`config.mk`:
```
export PLATFORM = sky130hd
export DESIGN_NAME = d_cache_responder
export DESIGN_NICKNAME = d
export VERILOG_FILES = /design/src/rtl/d_cache_responder.sv
export SDC_FILE = /design/constraint.sdc
export NUM_CORES = 2
export LEC_CHECK = 0
export ABC_CLOCK_PERIOD_IN_PS = 5800
export CORE_ASPECT_RATIO = 1.1
export CORE_MARGIN = 3
export CORE_UTILIZATION = 48
export DETAILED_ROUTE_END_ITERATION = 6
export HOLD_SLACK_MARGIN = 0.1
export PLACE_DENSITY_LB_ADDON = 0.05
export SLEW_MARGIN = 20
export SYNTH_ARGS = -nofsm -noshare
export SYNTH_HDL_FRONTEND = slang
export SYNTH_MEMORY_MAX_BITS = 65536
export SYNTH_SLANG_ARGS = --single-unit
```
`constraint.sdc`:
```
create_clock -name clk -period 5.8 [get_ports clk]
set_input_delay 1.16 -clock clk [delete_from_list [all_inputs] [get_ports clk]]
set_output_delay 1.16 -clock clk [all_outputs]
set_load 0.01 [all_outputs]
```
`src/rtl/d_cache_responder.sv`:
```
// d_cache_responder: direct-mapped, blocking, write-through, no-write-allocate
// data cache answering the hazard controller's request interface. Reads hit with
// zero latency; misses refill a whole line from a request/response memory port.
module d_cache_responder #(
    parameter int INDEX_WIDTH = 5,
    parameter int LINE_WORDS  = 4,
    parameter int DATA_WIDTH  = 32,
    parameter int ADDR_WIDTH  = 32
) (
    input  logic                  clk,
    input  logic                  rst_n,
    input  logic                  in_valid,
    input  logic                  in_mem_action,
    input  logic [ADDR_WIDTH-1:0] in_addr,
    input  logic [ADDR_WIDTH-1:0] in_addr_next,
    input  logic [DATA_WIDTH-1:0] in_data,
    output logic                  out_valid,
    output logic [DATA_WIDTH-1:0] out_data,
    output logic                  mem_req_valid,
    input  logic                  mem_req_ready,
    output logic                  mem_req_we,
    output logic [ADDR_WIDTH-1:0] mem_req_addr,
    output logic [DATA_WIDTH-1:0] mem_req_data,
    input  logic                  mem_rsp_valid,
    input  logic [DATA_WIDTH-1:0] mem_rsp_data
);
    localparam int OFF_W   = $clog2(LINE_WORDS);
    localparam int LINES   = 1 << INDEX_WIDTH;
    localparam int IDX_LSB = OFF_W + 2;
    localparam int TAG_LSB = IDX_LSB + INDEX_WIDTH;
    localparam int TAG_W   = ADDR_WIDTH - TAG_LSB;
    localparam int SLOT_W  = INDEX_WIDTH + OFF_W;
    localparam logic [OFF_W-1:0] LAST_BEAT = OFF_W'(LINE_WORDS - 1);

    typedef enum logic [1:0] {
        IDLE        = 2'd0,
        REFILL_REQ  = 2'd1,
        REFILL_WAIT = 2'd2,
        WRITE_REQ   = 2'd3
    } state_t;

    // Line storage: valid bits are reset, tags and data are not
    logic [LINES-1:0]      valid_q;
    logic [TAG_W-1:0]      tag_q  [LINES];
    logic [DATA_WIDTH-1:0] data_q [LINES*LINE_WORDS];

    state_t                 state_q,    state_d;
    logic [INDEX_WIDTH-1:0] req_idx_q,  req_idx_d;
    logic [OFF_W-1:0]       req_off_q,  req_off_d;
    logic [TAG_W-1:0]       req_tag_q,  req_tag_d;
    logic [ADDR_WIDTH-1:0]  req_addr_q, req_addr_d;
    logic [DATA_WIDTH-1:0]  req_data_q, req_data_d;
    logic                   req_hit_q,  req_hit_d;
    logic [OFF_W-1:0]       beat_q,     beat_d;

    // Request address decode and lookup
    logic [OFF_W-1:0]       off_s;
    logic [INDEX_WIDTH-1:0] idx_s;
    logic [TAG_W-1:0]       tag_s;
    logic                   hit_s;
    logic [DATA_WIDTH-1:0]  rd_word_s;
    logic [ADDR_WIDTH-1:0]  line_addr_s;
    logic [ADDR_WIDTH-1:0]  word_addr_s;
    logic                   unused_s;

    assign off_s       = in_addr[IDX_LSB-1:2];
    assign idx_s       = in_addr[TAG_LSB-1:IDX_LSB];
    assign tag_s       = in_addr[ADDR_WIDTH-1:TAG_LSB];
    assign hit_s       = valid_q[idx_s] && (tag_q[idx_s] == tag_s);
    assign rd_word_s   = data_q[{idx_s, off_s}];
    assign line_addr_s = {in_addr[ADDR_WIDTH-1:IDX_LSB], {IDX_LSB{1'b0}}};
    assign word_addr_s = {in_addr[ADDR_WIDTH-1:2], 2'b00};
    // The next-address hint and byte offset carry no meaning for this cache
    assign unused_s    = ^{in_addr_next, in_addr[1:0]};

    // Single write port into the data array (refill beat or write-hit update)
    logic                  out_valid_s;
    logic [DATA_WIDTH-1:0] out_data_s;
    logic                  fill_done_s;
    logic                  word_we_s;
    logic [SLOT_W-1:0]     word_slot_s;
    logic [DATA_WIDTH-1:0] word_data_s;

    // Next-state, capture and response logic for the cache controller
    always_comb begin
        state_d     = state_q;
        req_idx_d   = req_idx_q;
        req_off_d   = req_off_q;
        req_tag_d   = req_tag_q;
        req_addr_d  = req_addr_q;
        req_data_d  = req_data_q;
        req_hit_d   = req_hit_q;
        beat_d      = beat_q;
        out_valid_s = 1'b0;
        out_data_s  = '0;
        fill_done_s = 1'b0;
        word_we_s   = 1'b0;
        word_slot_s = '0;
        word_data_s = '0;
        case (state_q)
            IDLE: begin
                if (in_valid) begin
                    if (in_mem_action) begin
                        // Writes always go to memory; remember whether the line is cached
                        req_idx_d  = idx_s;
                        req_off_d  = off_s;
                        req_addr_d = word_addr_s;
                        req_data_d = in_data;
                        req_hit_d  = hit_s;
                        state_d    = WRITE_REQ;
                    end else if (hit_s) begin
                        out_valid_s = 1'b1;
                        out_data_s  = rd_word_s;
                    end else begin
                        req_idx_d  = idx_s;
                        req_tag_d  = tag_s;
                        req_addr_d = line_addr_s;
                        state_d    = REFILL_REQ;
                    end
                end else begin
                    // No request: nothing to stall on
                    out_valid_s = 1'b1;
                end
            end
            REFILL_REQ: begin
                if (mem_req_ready) begin
                    state_d = REFILL_WAIT;
                    beat_d  = '0;
                end else begin
                    state_d = REFILL_REQ;
                end
            end
            REFILL_WAIT: begin
                if (mem_rsp_valid) begin
                    word_we_s   = 1'b1;
                    word_slot_s = {req_idx_q, beat_q};
                    word_data_s = mem_rsp_data;
                    if (beat_q == LAST_BEAT) begin
                        // Line is marked valid only once every word has landed
                        fill_done_s = 1'b1;
                        beat_d      = '0;
                        state_d     = IDLE;
                    end else begin
                        beat_d = beat_q + OFF_W'(1);
                    end
                end else begin
                    beat_d = beat_q;
                end
            end
            WRITE_REQ: begin
                if (mem_req_ready) begin
                    out_valid_s = 1'b1;
                    state_d     = IDLE;
                    if (req_hit_q) begin
                        word_we_s   = 1'b1;
                        word_slot_s = {req_idx_q, req_off_q};
                        word_data_s = req_data_q;
                    end else begin
                        word_we_s = 1'b0;
                    end
                end else begin
                    state_d = WRITE_REQ;
                end
            end
            default: begin
                state_d = IDLE;
            end
        endcase
    end

    // Controller state, request capture and line valid bits
    always_ff @(posedge clk) begin
        if (!rst_n) begin
            state_q    <= IDLE;
            valid_q    <= '0;
            req_idx_q  <= '0;
            req_off_q  <= '0;
            req_tag_q  <= '0;
            req_addr_q <= '0;
            req_data_q <= '0;
            req_hit_q  <= 1'b0;
            beat_q     <= '0;
        end else begin
            state_q    <= state_d;
            req_idx_q  <= req_idx_d;
            req_off_q  <= req_off_d;
            req_tag_q  <= req_tag_d;
            req_addr_q <= req_addr_d;
            req_data_q <= req_data_d;
            req_hit_q  <= req_hit_d;
            beat_q     <= beat_d;
            if (fill_done_s) begin
                valid_q[req_idx_q] <= 1'b1;
            end
        end
    end

    // Tag and data arrays; writes suppressed while reset is asserted
    always_ff @(posedge clk) begin
        if (rst_n && fill_done_s) begin
            tag_q[req_idx_q] <= req_tag_q;
        end
        if (rst_n && word_we_s) begin
            data_q[word_slot_s] <= word_data_s;
        end
    end

    assign out_valid     = out_valid_s;
    assign out_data      = out_data_s;
    assign mem_req_valid = (state_q == REFILL_REQ) || (state_q == WRITE_REQ);
    assign mem_req_we    = (state_q == WRITE_REQ);
    assign mem_req_addr  = req_addr_q;
    assign mem_req_data  = req_data_q;

endmodule

```
# --- Word level (Yosys, flattened, before mapping) ---
# Memory sizes are Yosys's and may differ from the RTL's.
# Index checks and enable logic that the tools add are counted.
word_totals:
  register_bits: 131
  memories: 2
  rom_bits: 0
  ramBits: 4832
  latch_bits: 0
  inputBits: 134
mem_list:
  columns: ["memory", "words", "width", "rd", "rd_clocked_by_memory_dff", "write_ports", "line", "rtl"]
  rows:
  - ["data_q", 128, 32, 1, 0, 1, "45", "logic [DATA_WIDTH-1:0] data_q [LINES*LINE_WORDS];"]
  - ["tag_q", 32, 23, 1, 0, 1, "44", "logic [TAG_W-1:0] tag_q [LINES];"]
classes:
  shifts: 0
  bitwise: 3
  add_sub_neg: 1
  n_div: 0
  n_eq_ne: 11
  n_mux: 48
  reduce_logical: 12
  n_lt_le_gt_ge: 3
  mul: 0
op_table:
  columns: ["op", "count"]
  rows:
  - ["2-to-1 mux 32 bit", 9]
  - ["one-hot mux 32 bit (2 select lines)", 1]
  - ["OR 32 bit", 1]
  - ["== test 23 bit", 1]
  - ["2-to-1 mux 7 bit", 3]
  - ["2-to-1 mux 2 bit", 10]
  - ["2-to-1 mux 1 bit", 16]
  - ["one-hot mux 7 bit (2 select lines)", 1]
  - ["< comparator 5 x 6 -> 1 bit (second input constant)", 2]
  - ["2-to-1 mux 5 bit", 2]
  - ["inequality test 2 bit (second input constant)", 5]
  - ["AND reduction 3 bit", 3]
  - ["one-hot mux 2 bit (4 select lines)", 1]
  - ["AND reduction 4 bit", 2]
  - ["== test 2 bit (second input constant)", 3]
  - ["binary-select mux 1 bit (select 5 bit)", 1]
  - ["demux 1 bit (select 5 bit)", 1]
  - ["greater-or-equal comparator 5 x 1 -> 1 bit (second input constant)", 1]
  - ["logical AND 1 bit", 4]
  - ["one-hot mux 1 bit (2 select lines)", 2]
  - ["one-hot mux 2 bit (2 select lines)", 1]
  - ["inequality test 3 bit (second input constant)", 1]
  - ["adder 2 x 1 -> 2 bit (second input constant)", 1]
  - ["== test 2 x 1 -> 1 bit (second input constant)", 1]
  - ["4 further kinds", 5]

# --- Longest topological paths before layout ---
depth:
  word_depth: 7
  depth_mapped: 16

# --- Worst setup path before layout ---
# Ideal clock, no wire load.
synth_path:
  kind: "input-to-output"
  from: "in in_addr[5]"
  to: "out out_data[10]"
  arrival_ns: 4.437
  t_required_ns: 4.640
  n_path_buf: 6
  slack_ns: 0.203
  cell_stages: 15
  path_cell_list: "buf_4 -> buf_6 -> buf_2 -> buf_2 -> buf_2 -> mux4_2 -> o22ai_1 -> o22ai_1 -> xor2_1 -> a2111oi_0 -> nand3_1 -> nor4_2 -> nand3_1 -> clkbuf_1 -> a21oi_1"
synth_between:
  elab_chain_len: 7
  elab_cells_between_ends: 10
  cone_classes: "1 x eq/ne; 6 x mux; 1 x reduce/logical; 2 x memory"
synth_rtl:
  columns: ["element", "line", "rtl"]
  rows:
  - ["from (decl)", "14", "input logic [ADDR_WIDTH-1:0] in_addr,"]
  - ["memory (32 x 23 bit) / binary-select mux 1 bit (select 5 bit) (equally long branches)", null, null]
  - ["== test 23 bit / 2-to-1 mux 1 bit (equally long branches)", "69", "assign hit_s = valid_q[idx_s] && (tag_q[idx_s] == tag_s);"]
  - ["logical AND 1 bit", "69", null]
  - ["2-to-1 mux 32 bit *", "111", "end else if (hit_s) begin"]
  - ["2-to-1 mux 32 bit *", "103", "if (in_mem_action) begin"]
  - ["2-to-1 mux 32 bit *", "102", "if (in_valid) begin"]
  - ["2-to-1 mux 32 bit *", "100", "case (state_q)"]
  - ["to (decl)", "18", "output logic [DATA_WIDTH-1:0] out_data,"]
# Mark *: on every way between the ends. The rest lies on a longest branch, timed or not. The select of a mux whose other input is x is not followed.

# --- Final worst setup path ---
layout_path:
  from: "in in_addr[5]"
  to: "out out_data[29]"
# Same word-level chain as after synthesis.

==> impl_results.rst <==
.. list-table::
   :header-rows: 1

   * - Metric
     - Value
   * - Final Core Density
     - 0.570
   * - Total clock buffers created by CTS
     - 529
   * - Slowest stage cell, crit path
     - mux4_2
   * - Number of I/O pins
     - 233
   * - Slew @ Worst Pin
     - 1.14 ns
   * - Maximum clock insertion buffer count
     - 4
   * - Via count of the first global-routing pass
     - 93,300
   * - Cell count after placement
     - 13,700
   * - TritonCTS clock tree
     - yes
   * - Detailed Route Iter0 Violations
     - 11,500
   * - Post-synthesis instance area
     - 190,000 µm²
   * - Core box area
     - 393,000 µm²
   * - Critical Path End Type
     - output port
   * - Gpl congestion
     - 0.799
   * - DR vias
     - 90,500
   * - Buffers on Ports
     - 196
   * - Post-route fraction of the period consumed by the critical path
     - 1.03
   * - Count of state elements after synthesis
     - 4,956
   * - Final-report max-slew violation count
     - 0
   * - Routed WL
     - 528,000 µm
   * - Startpoint type of the worst setup path
     - input pin
   * - EDFF count, synth
     - 4,832
   * - Antenna violations before repair
     - 34
   * - WL/cell
     - 36.1 µm
   * - Area occupied by multi-input gates
     - 42,100 µm²
   * - Die extent in y
     - 665 µm
   * - Power density cells
     - 345 nW/µm²
   * - Power, Total
     - 77.3 mW
   * - Commonest register cell after synthesis
     - edfxtp_1
   * - Net total in the final layout
     - 9,127
   * - Outcome
     - complete, but fails checks
   * - Layout overhead on the synthesized area
     - 18.0%
   * - Origin of the worst min-delay path
     - valid_q[30]
   * - Maximum number of pins on one net before global-route repair
     - 129
   * - Number of unique standard cell types used by synthesis
     - 64
   * - Sequential cell area fraction in the yosys report
     - 0.779
   * - Type of the tightest min-delay check
     - flip-flop to flip-flop
   * - Total congestion overflow after global routing
     - 0
   * - Placement Rows
     - 241
   * - Number of search-and-repair iterations in the first detailed-routing pass
     - 5
   * - Worst setup slack after layout
     - -0.155 ns
   * - WP data arrival
     - 4.79 ns
   * - Count of maximum capacitance violations
     - 0
   * - Placed wire-length estimate after detailed placement
     - 306,000 µm
   * - Antenna-violating nets left
     - 0
   * - Top achievable clock speed
     - 0.168 GHz
   * - Setup slack after placement
     - -0.978 ns
   * - Total Die Area
     - 403,000 µm²
   * - Die Width
     - 605 µm
   * - Fin Setup TNS
     - -2.95 ns
   * - First-pass GRT wire length
     - 738,000 µm
   * - R2r startpoint
     - state_q[0]
   * - Clock slew at the register clock pins of the worst setup and hold paths
     - 0.05 ns
   * - Minimum period implied by the final worst setup slack
     - 5.95 ns
   * - Fin. Hold Viols
     - 0
   * - Routed wire length on met3
     - 34,900 µm
   * - Cells along the critical path
     - buf_16, buf_16, buf_8, buf_4, mux4_2, a311oi_2, nand3_1, xor2_1, a211oi_2, nand3_2, buf_6, nor4_4, nand3_4, buf_12, buf_12, buf_16, a21oi_4, buf_6
   * - Fin cells
     - 14,600
   * - Share of layout cells above drive strength 1
     - 0.341
   * - Crit Path Max Fanout
     - 8
   * - CTS Root Buffer Type
     - clkbuf_16
   * - Violated checks
     - setup timing
   * - Required time at the worst-slack endpoint
     - 4.64 ns
   * - # setup viols final
     - 28
   * - Number of H-tree levels
     - 6
   * - Global routing usage summed across all routing layers
     - 0.263
   * - Beginning of the critical path
     - in_addr[5]
   * - Setup skew after layout
     - 0.0431 ns
   * - Clock Latency Late Sink
     - 1.02 ns
   * - Warning count from the yosys run
     - 0
   * - Worst Hold Slack
     - 0.448 ns
   * - Mapped Avg Cell Area
     - 23.7 µm²
   * - Post-detailed-route DRC marker count
     - 0
   * - Leakage power
     - 72.3 nW
   * - Sum of met2 wire segment lengths after detailed routing
     - 261,000 µm
   * - Most common cell on crit path
     - buf_16
   * - Sinks on the clock net
     - 4,956
   * - Maximum cell stage delay along the critical path
     - 0.52 ns
   * - Sequential cell area
     - 148,000 µm²
   * - Highest metal layer with signal wires
     - met5
   * - Count of mapped cells out of synthesis
     - 8,002
   * - Category of the most critical setup path
     - input pin to output port
   * - Per-cell via count in the routed design
     - 6.19
   * - Count of fill cells added during filler insertion
     - 28,700
   * - Met1 Wirelength
     - 217,000 µm
   * - Async set or reset register ratio after synthesis
     - 0
   * - Starting density of the core
     - 0.483
   * - RSZ-0062 raised after global routing
     - yes
   * - Design area
     - 224,000 µm²
   * - Cell area after placement
     - 206,000 µm²
   * - Remaining max-slew budget at the tightest pin
     - 0.239
   * - Peak ir drop on the vdd network
     - 304 µV
==> synth_stat cells (5+ instances only) <==
cell type,n,area share
a211oi_1,8,0.00032
o22ai_1,7,0.00023
a21boi_0,36,0.0014
clkbuf_1,319,0.0063
ha_1,5,0.00033
nand4_1,5,0.00017
mux4_2,1463,0.17
inv_1,12,0.00024
a21o_1,33,0.0013
or2_2,7,0.00023
nor3b_1,5,0.00020
a31oi_1,11,0.00036
a21oi_1,40,0.0011
a22oi_1,58,0.0023
nor2_1,189,0.0037
a32oi_1,5,0.00023
and2_1,7,0.00023
xor2_1,18,0.00083
mux2i_1,207,0.011
o211ai_1,5,0.00020
o21ai_0,13,0.00034
nand3_1,53,0.0014
a22o_1,39,0.0018
edfxtp_1,4832,0.77
a221oi_1,16,0.00074
buf_4,16,0.00063
mux2_2,15,0.00089
nor2b_1,41,0.0014
dfxtp_1,124,0.013
nand2_1,246,0.0049
nand2b_1,5,0.00017
buf_2,36,0.00095
and3_1,7,0.00023
buf_1,71,0.0014
==> where the power goes <==
| group | total (mW) | leakage (nW) | internal [mW] | switching [mW] |
|---|---|---|---|---|
| clock | 32.4 | 8.01 | 18.7 | 13.6 |
| sequential | 40.0 | 46.0 | 39.7 | 0.238 |
| combinational | 4.91 | 18.3 | 1.97 | 2.95 |
==> final timing paths <==
kind	end	slack [ns]	cells after the start
min	valid_q[30]	0.45	1
min reg2reg	valid_q[30]	0.45	1
max	out_data[29]	-0.15	18
max reg2reg	data_q[94][30]	1.79	9
==> registers in the layout, summed over array words and instances (netlist names) <==
register,flops
data_q,4096
tag_q,736
mem_req_data,32
valid_q,32
mem_req_addr,26
req_tag_q,23
req_idx_q,4
beat_q,2
req_off_q,2
state_q,2
req_hit_q,1
==> cells in the final DEF, fill, tap and decap left out, types with 9 or more instances in the layout <==
cell type,instances
a21boi_0,36
a21o_1,33
a21oi_2,16
a21oi_4,17
a221oi_1,11
a22o_4,32
a22oi_1,56
a31oi_1,10
buf_12,264
buf_16,11
buf_2,16
buf_4,413
buf_6,32
bufinv_16,30
clkbuf_1,138
clkbuf_16,548
clkbuf_8,9
clkdlybuf4s50_1,155
clkinv_1,98
clkinv_2,66
clkinv_8,10
clkinvlp_4,10
dfxtp_1,121
diode_2,10
edfxtp_1,4832
inv_1,9
inv_6,15
mux2_2,14
mux2i_1,207
mux4_2,1463
nand2_1,241
nand3_1,45
nor2_1,28
nor2_4,161
nor2b_1,39
o21ai_0,13
xor2_1,16
==> repair_timing <==
action / in CTS / in global routing
pin swaps: 16 / 4
cloned: 7 / 1
hold buffers: 0 / 0
endpoints found under the setup margin: 33 / 33
resized for setup: 217 / 54
setup buffers: 15 / 9
==> worst max-delay path, delay by kind of cell <==
kind            cells  cell delay (ns)
compound gates      3             0.74
buf+inv             9             1.33
mux                 1             0.52
xor+xnor            1             0.21
simple gates        4             0.74
==> logic make-up (layout without fill, tap and decap cells) <==
group | count (synthesis) | after routing | share of synthesized area
other cells | 1 | 12 | 0.0000198
mux | 1686 | 1686 | 0.186
simple gates | 582 | 582 | 0.0133
buf+inv | 459 | 1843 | 0.00980
fa+ha+maj | 5 | 5 | 0.000330
flops | 4956 | 4956 | 0.779
compound gates | 291 | 291 | 0.0113
xor+xnor | 22 | 22 | 0.00102
==> layout make-up <==
class / count / share of cell area
diodes: 10 / 0.000112
clock buffers: 694 / 0.0641
clock inverters: 236 / 0.00958
inverters: 13 / 0.000274
multi-input cells: 2588 / 0.188
flip-flops and latches: 4956 / 0.660
well taps: 5224 / 0.0292
repair buffers: 900 / 0.0487
==> per-layer routing <==
layer / GRT usage / up-vias
li1: - / 36300
met1: 0.377 / 50000
met2: 0.432 / 3487
met3: 0.0355 / 686
met4: 0.0692 / 4
met5: 0 / -
(Power assumes the default switching activity.)
